### src/rtl/uart_rx_param.sv
// Parametrised UART receiver: two-flop synchroniser, 3-sample majority vote, start-glitch
// rejection, parity/framing/overrun status and a valid/ready output handshake.
module uart_rx_param #(
    parameter int CLKS_PER_BIT = 16,
    parameter int DATA_BITS    = 8,
    parameter int PARITY       = 0,
    parameter int STOP_BITS    = 1
) (
    input  logic                 clk,
    input  logic                 rst_n,
    input  logic                 en,
    input  logic                 rx,
    output logic [DATA_BITS-1:0] data,
    output logic                 valid,
    input  logic                 ready,
    output logic                 busy,
    output logic                 frame_err,
    output logic                 parity_err,
    output logic                 overrun
);
    localparam int CNT_W = $clog2(CLKS_PER_BIT);
    localparam int IDX_W = $clog2(DATA_BITS);
    localparam logic [CNT_W-1:0] HALF_LAST = CNT_W'(CLKS_PER_BIT / 2 - 1);
    localparam logic [CNT_W-1:0] BIT_LAST  = CNT_W'(CLKS_PER_BIT - 1);
    localparam logic [IDX_W-1:0] IDX_LAST  = IDX_W'(DATA_BITS - 1);
    localparam logic             STOP_LAST = 1'(STOP_BITS - 1);

    typedef enum logic [2:0] {S_IDLE, S_START, S_DATA, S_PAR, S_STOP, S_BRK} state_t;

    state_t               state_q, state_d;
    logic                 rx_meta_q, rx_s_q;
    logic [2:0]           hist_q;
    logic [CNT_W-1:0]     cnt_q, cnt_d;
    logic [IDX_W-1:0]     idx_q, idx_d;
    logic                 stop_q, stop_d;
    logic [DATA_BITS-1:0] shreg_q, shreg_d;
    logic                 par_q, par_d, pe_q, pe_d, fe_q, fe_d;
    logic [DATA_BITS-1:0] data_q, data_d;
    logic                 valid_q, valid_d, frame_err_q, frame_err_d;
    logic                 parity_err_q, parity_err_d, overrun_q, overrun_d;
    logic                 sample;

    assign sample = (hist_q[0] & hist_q[1]) | (hist_q[0] & hist_q[2]) | (hist_q[1] & hist_q[2]);

    always_ff @(posedge clk or negedge rst_n) begin
        if (!rst_n) begin
            rx_meta_q <= 1'b1;
            rx_s_q    <= 1'b1;
            hist_q    <= 3'b111;
        end else begin
            rx_meta_q <= rx;
            rx_s_q    <= rx_meta_q;
            hist_q    <= {hist_q[1:0], rx_s_q};
        end
    end

    always_ff @(posedge clk or negedge rst_n) begin
        if (!rst_n) begin
            state_q      <= S_IDLE;
            cnt_q        <= '0;
            idx_q        <= '0;
            stop_q       <= 1'b0;
            shreg_q      <= '0;
            par_q        <= 1'b0;
            pe_q         <= 1'b0;
            fe_q         <= 1'b0;
            data_q       <= '0;
            valid_q      <= 1'b0;
            frame_err_q  <= 1'b0;
            parity_err_q <= 1'b0;
            overrun_q    <= 1'b0;
        end else begin
            state_q      <= state_d;
            cnt_q        <= cnt_d;
            idx_q        <= idx_d;
            stop_q       <= stop_d;
            shreg_q      <= shreg_d;
            par_q        <= par_d;
            pe_q         <= pe_d;
            fe_q         <= fe_d;
            data_q       <= data_d;
            valid_q      <= valid_d;
            frame_err_q  <= frame_err_d;
            parity_err_q <= parity_err_d;
            overrun_q    <= overrun_d;
        end
    end

    always_comb begin
        state_d      = state_q;
        cnt_d        = cnt_q + 1'b1;
        idx_d        = idx_q;
        stop_d       = stop_q;
        shreg_d      = shreg_q;
        par_d        = par_q;
        pe_d         = pe_q;
        fe_d         = fe_q;
        data_d       = data_q;
        valid_d      = valid_q;
        frame_err_d  = frame_err_q;
        parity_err_d = parity_err_q;
        overrun_d    = overrun_q;

        // Acceptance is applied first so a frame completing on the same edge still loads.
        if (valid_q && ready) begin
            valid_d      = 1'b0;
            frame_err_d  = 1'b0;
            parity_err_d = 1'b0;
            overrun_d    = 1'b0;
        end

        unique case (state_q)
            S_IDLE: begin
                cnt_d  = '0;
                idx_d  = '0;
                stop_d = 1'b0;
                par_d  = 1'b0;
                pe_d   = 1'b0;
                fe_d   = 1'b0;
                if (!rx_s_q) state_d = S_START;
            end
            S_START: begin
                if (cnt_q == HALF_LAST) begin
                    cnt_d   = '0;
                    state_d = sample ? S_IDLE : S_DATA;
                end
            end
            S_DATA: begin
                if (cnt_q == BIT_LAST) begin
                    cnt_d          = '0;
                    shreg_d[idx_q] = sample;
                    par_d          = par_q ^ sample;
                    if (idx_q == IDX_LAST) begin
                        idx_d   = '0;
                        state_d = (PARITY != 0) ? S_PAR : S_STOP;
                    end else begin
                        idx_d = idx_q + 1'b1;
                    end
                end
            end
            S_PAR: begin
                if (cnt_q == BIT_LAST) begin
                    cnt_d   = '0;
                    pe_d    = (PARITY == 1) ? ~(par_q ^ sample) : (par_q ^ sample);
                    state_d = S_STOP;
                end
            end
            S_STOP: begin
                if (cnt_q == BIT_LAST) begin
                    cnt_d = '0;
                    fe_d  = fe_q | ~sample;
                    if (stop_q == STOP_LAST) begin
                        stop_d       = 1'b0;
                        data_d       = shreg_q;
                        frame_err_d  = fe_q | ~sample;
                        parity_err_d = pe_q;
                        overrun_d    = valid_q & ~ready;
                        valid_d      = 1'b1;
                        // A low final stop bit means the line may still be held low.
                        state_d      = sample ? S_IDLE : S_BRK;
                    end else begin
                        stop_d = stop_q + 1'b1;
                    end
                end
            end
            S_BRK: begin
                cnt_d = '0;
                if (rx_s_q) state_d = S_IDLE;
            end
            default: state_d = S_IDLE;
        endcase

        if (!en) begin
            state_d = S_IDLE;
            cnt_d   = '0;
            idx_d   = '0;
            stop_d  = 1'b0;
        end
    end

    assign data       = data_q;
    assign valid      = valid_q;
    assign busy       = state_q inside {S_START, S_DATA, S_PAR, S_STOP};
    assign frame_err  = frame_err_q;
    assign parity_err = parity_err_q;
    assign overrun    = overrun_q;
endmodule

### config.mk
export PLATFORM = sky130hd
export DESIGN_NAME = uart_rx_param
export DESIGN_NICKNAME = d
export VERILOG_FILES = /design/src/rtl/uart_rx_param.sv
export SDC_FILE = /design/constraint.sdc
export NUM_CORES = 1
export LEC_CHECK = 0
export ABC_CLOCK_PERIOD_IN_PS = 2250
export CAP_MARGIN = 15
export CELL_PAD_IN_SITES_DETAIL_PLACEMENT = 2
export CELL_PAD_IN_SITES_GLOBAL_PLACEMENT = 2
export CORE_AREA = 2 2 52 103
export CTS_CLUSTER_SIZE = 20
export DETAILED_ROUTE_END_ITERATION = 10
export DIE_AREA = 0 0 54 105
export PLACE_DENSITY = 0.83
export SLEW_MARGIN = 25
export SYNTH_ARGS = -nofsm -noshare
export SYNTH_HDL_FRONTEND = slang
export SYNTH_SLANG_ARGS = --single-unit
### constraint.sdc
create_clock -name clk -period 2.25 [get_ports clk]
set_clock_uncertainty 0.05 [all_clocks]
set_input_delay 0.45 -clock clk [delete_from_list [all_inputs] [get_ports clk]]
set_output_delay 0.45 -clock clk [all_outputs]
set_load 0.01 [all_outputs]
==> reports/metrics.cfg <==
[worst_setup_path]
end_kind=primary output
crit_required_ps=1750
cp.arrival_ps=1630
worstSetupPathType=register to primary output
cp-endpoint=busy
r2r_start=cnt_q[0]$_DFF_PN0_
crit_fanout=10
rr_endpoint=shreg_q[1]$_DFFE_PN0P_
critPathLaunchType=register
r2r_cells=6
rrSetupSlack_ps=310
startpoint=state_q[1]$_DFFE_PN0P_

[global_route]
grt_pass1_vias=1447
antenna_found_initial=0
grt_max_degree=39
grtUsageTotal=0.175
overflow=0
grt_pass1_wl_um=7160

[layout]
drive_above_1_share=0.253
diodes=0
fillCellCount=495
layout_common_cells=dfrtp_1 (31), clkdlybuf4s50_1 (16), mux2_2 (9), nor2_1 (8), o21ai_0 (8)
final_common_cell=dfrtp_1
final_cells=223
nNetsFinal=173
multi_input_area_sq_um=769
area_delta_synth_final_pct=18.4
regArea_sq_um=960

[clocking]
cts_max_path_buffers=2
clkTransAtPathRegs_ps=70
h-tree-depth=2
clk-insertion-delay-late_ps=290
cts_tree=done
cts_buffers=5
cts_num_sinks=38
cts_root_buf=clkbuf_8

[floorplan]
boundaryPins=18
rows=36
die_w_um=54
die_h_um=105
start_util=0.372
core_area_sq_um=4860
dieArea_sq_um=5670

[drt]
drt_iter0_drc=14
routedWlPerCell_um=19.3
first_pass_iters=4
antenna_left=0
routed_wl_um=4310
drc=0
vias=1243
detail_route.vias_per_cell=5.57

[worst_hold_path]
hold_class=input port to asynchronous set/reset pin

[synth]
avgSynthCellArea_sq_um=12.2
synthArstFlopShare=1.00
synth_edf_count=0
ys_warn_count=0
synth-seq-cells=38
synth_cell_type_count=46
syn-num-nets=156
synth_cells=148
synthesis.area_sq_um=1810
ys.flop_type=dfrtp_1
ys_seq_area_frac=0.528

[timing]
period_needed_ps=2130
drv_slew=0
fmax_ghz=0.470
period_share=0.946
timing.final.ws_setup_ps=121
setup_viol=0
tightestPinTransition_ps=842
rsz0062_at_grt=no
relSlewSlack=0.439
final.setup.tns_ps=0
hold_viol=0

[power_and_ir_drop]
leakagePower_nw=0.935
power.density_nw_per_um2=820
netSwitchingFraction=0.264
vdd.ir_drop.worst_v=0.000600
p_seq_frac=0.422
switching_power_mw=0.464
p_comb_frac=0.183
finalPower_mw=1.76
cellInternalPower_mw=1.29
pwr-share-clk=0.395

[place]
place_congestion=0.842
portBuffers=17
place_inst=215
dp_slack_ps=267
hpwlAfterDp_um=3120

[run_status]
status=finished, final reports clean

[job]
max_cap_violations=0

[metal layers]
layer / vias to the layer above / global-route usage / wire [um]
met2: 17 / 0.333 / 2660
met4: 0 / 0.0625 / 64
met1: 656 / 0.175 / 1500
li1: 564 / - / -
met5: - / 0 / 0
met3: 6 / 0.0257 / 85
[stage by stage]
step / hold WS [ps] / instance area [sq um] / utilization
after floorplan: 104 / 1810 / -
after global placement: 295 / 2000 / 0.412
after detailed placement: 303 / 2000 / 0.412
after CTS: 245 / 2140 / 0.440
after global routing: 265 / 2140 / 0.441
final: 211 / 2140 / 0.441
[power groups by stage]
stage / clock, mW / sequential, mW / combinational, mW
5_1_grt: 0.742 / 0.748 / 0.354
6_report: 0.694 / 0.742 / 0.321
3_5_place_dp: 0 / 0.755 / 0.324
2_1_floorplan: 0 / 0.746 / 0.207
3_3_place_gp: 0 / 0.748 / 0.305
4_1_cts: 0.716 / 0.743 / 0.327
[kinds of logic (layout without fill, tap and decap cells)]
| group | after synthesis | in the layout | share of synthesized area |
|---|---|---|---|
| adders and majority gates | 4 | 4 | 0.0262 |
| AOI/OAI and AO/OA | 24 | 24 | 0.101 |
| buffers and inverters | 15 | 33 | 0.0483 |
| and+or+nand+nor | 45 | 45 | 0.158 |
| DFF | 38 | 38 | 0.528 |
| muxes | 18 | 18 | 0.119 |
| xor gates and xnor gates | 4 | 4 | 0.0193 |
[cell usage after synthesis (all sizes together), types with 3 or more instances]
library cell  number  area share
buf                8       0.034
nand3              7       0.029
inv                5       0.010
nand2b             3       0.012
a21oi              3      0.0083
a22oi              3       0.012
dfrtp             33        0.46
o21ai              8       0.022
dfstp              5       0.073
nand4b             3       0.015
nand2              7       0.015
nor2b              4       0.014
ha                 3       0.021
nor2               9       0.019
mux2              16        0.11
[timing repair]
| action | 4_1_cts | 5_1_grt |
|---|---|---|
| hold buffers | 0 | 0 |
| setup endpoints to repair | 1 | 1 |
| buffers inserted | 0 | 0 |
| resized for setup | 1 | 2 |
[worst min path at each step]
stage                     cells after the start                 from                endpoint
after floorplan                               0                rst_n      cnt_q[0]$_DFF_PN0_
after global placement                        0  rx_meta_q$_DFF_PN1_        rx_s_q$_DFF_PN1_
after detailed placement                      0  rx_meta_q$_DFF_PN1_        rx_s_q$_DFF_PN1_
after CTS                                     1                rst_n  state_q[2]$_DFFE_PN0P_
after global routing                          1                rst_n  state_q[0]$_DFFE_PN0P_
final                                         1                rst_n  state_q[2]$_DFFE_PN0P_
[state kept, by name, summed over array words and instances, names as in the netlist, 3 cells and up]
register	count
data	8
shreg_q	8
cnt_q	4
hist_q	3
idx_q	3
state_q	3
[area by class of cell]
class | instances | share of cell area
sequential | 38 | 0.447
multi-input combinational | 95 | 0.359
timing repair buffer | 20 | 0.0875
tap | 57 | 0.0333
clock buffer | 5 | 0.0321
clock inverter | 3 | 0.0321
inverter | 5 | 0.00875
[critical path, stage by stage (launching register included)]
cell             delay, ps
dfrtp_2                490
nor2_2                 170
xnor2_1                130
clkdlybuf4s50_1        550
No activity file was read; power rests on OpenSTA's default activity.
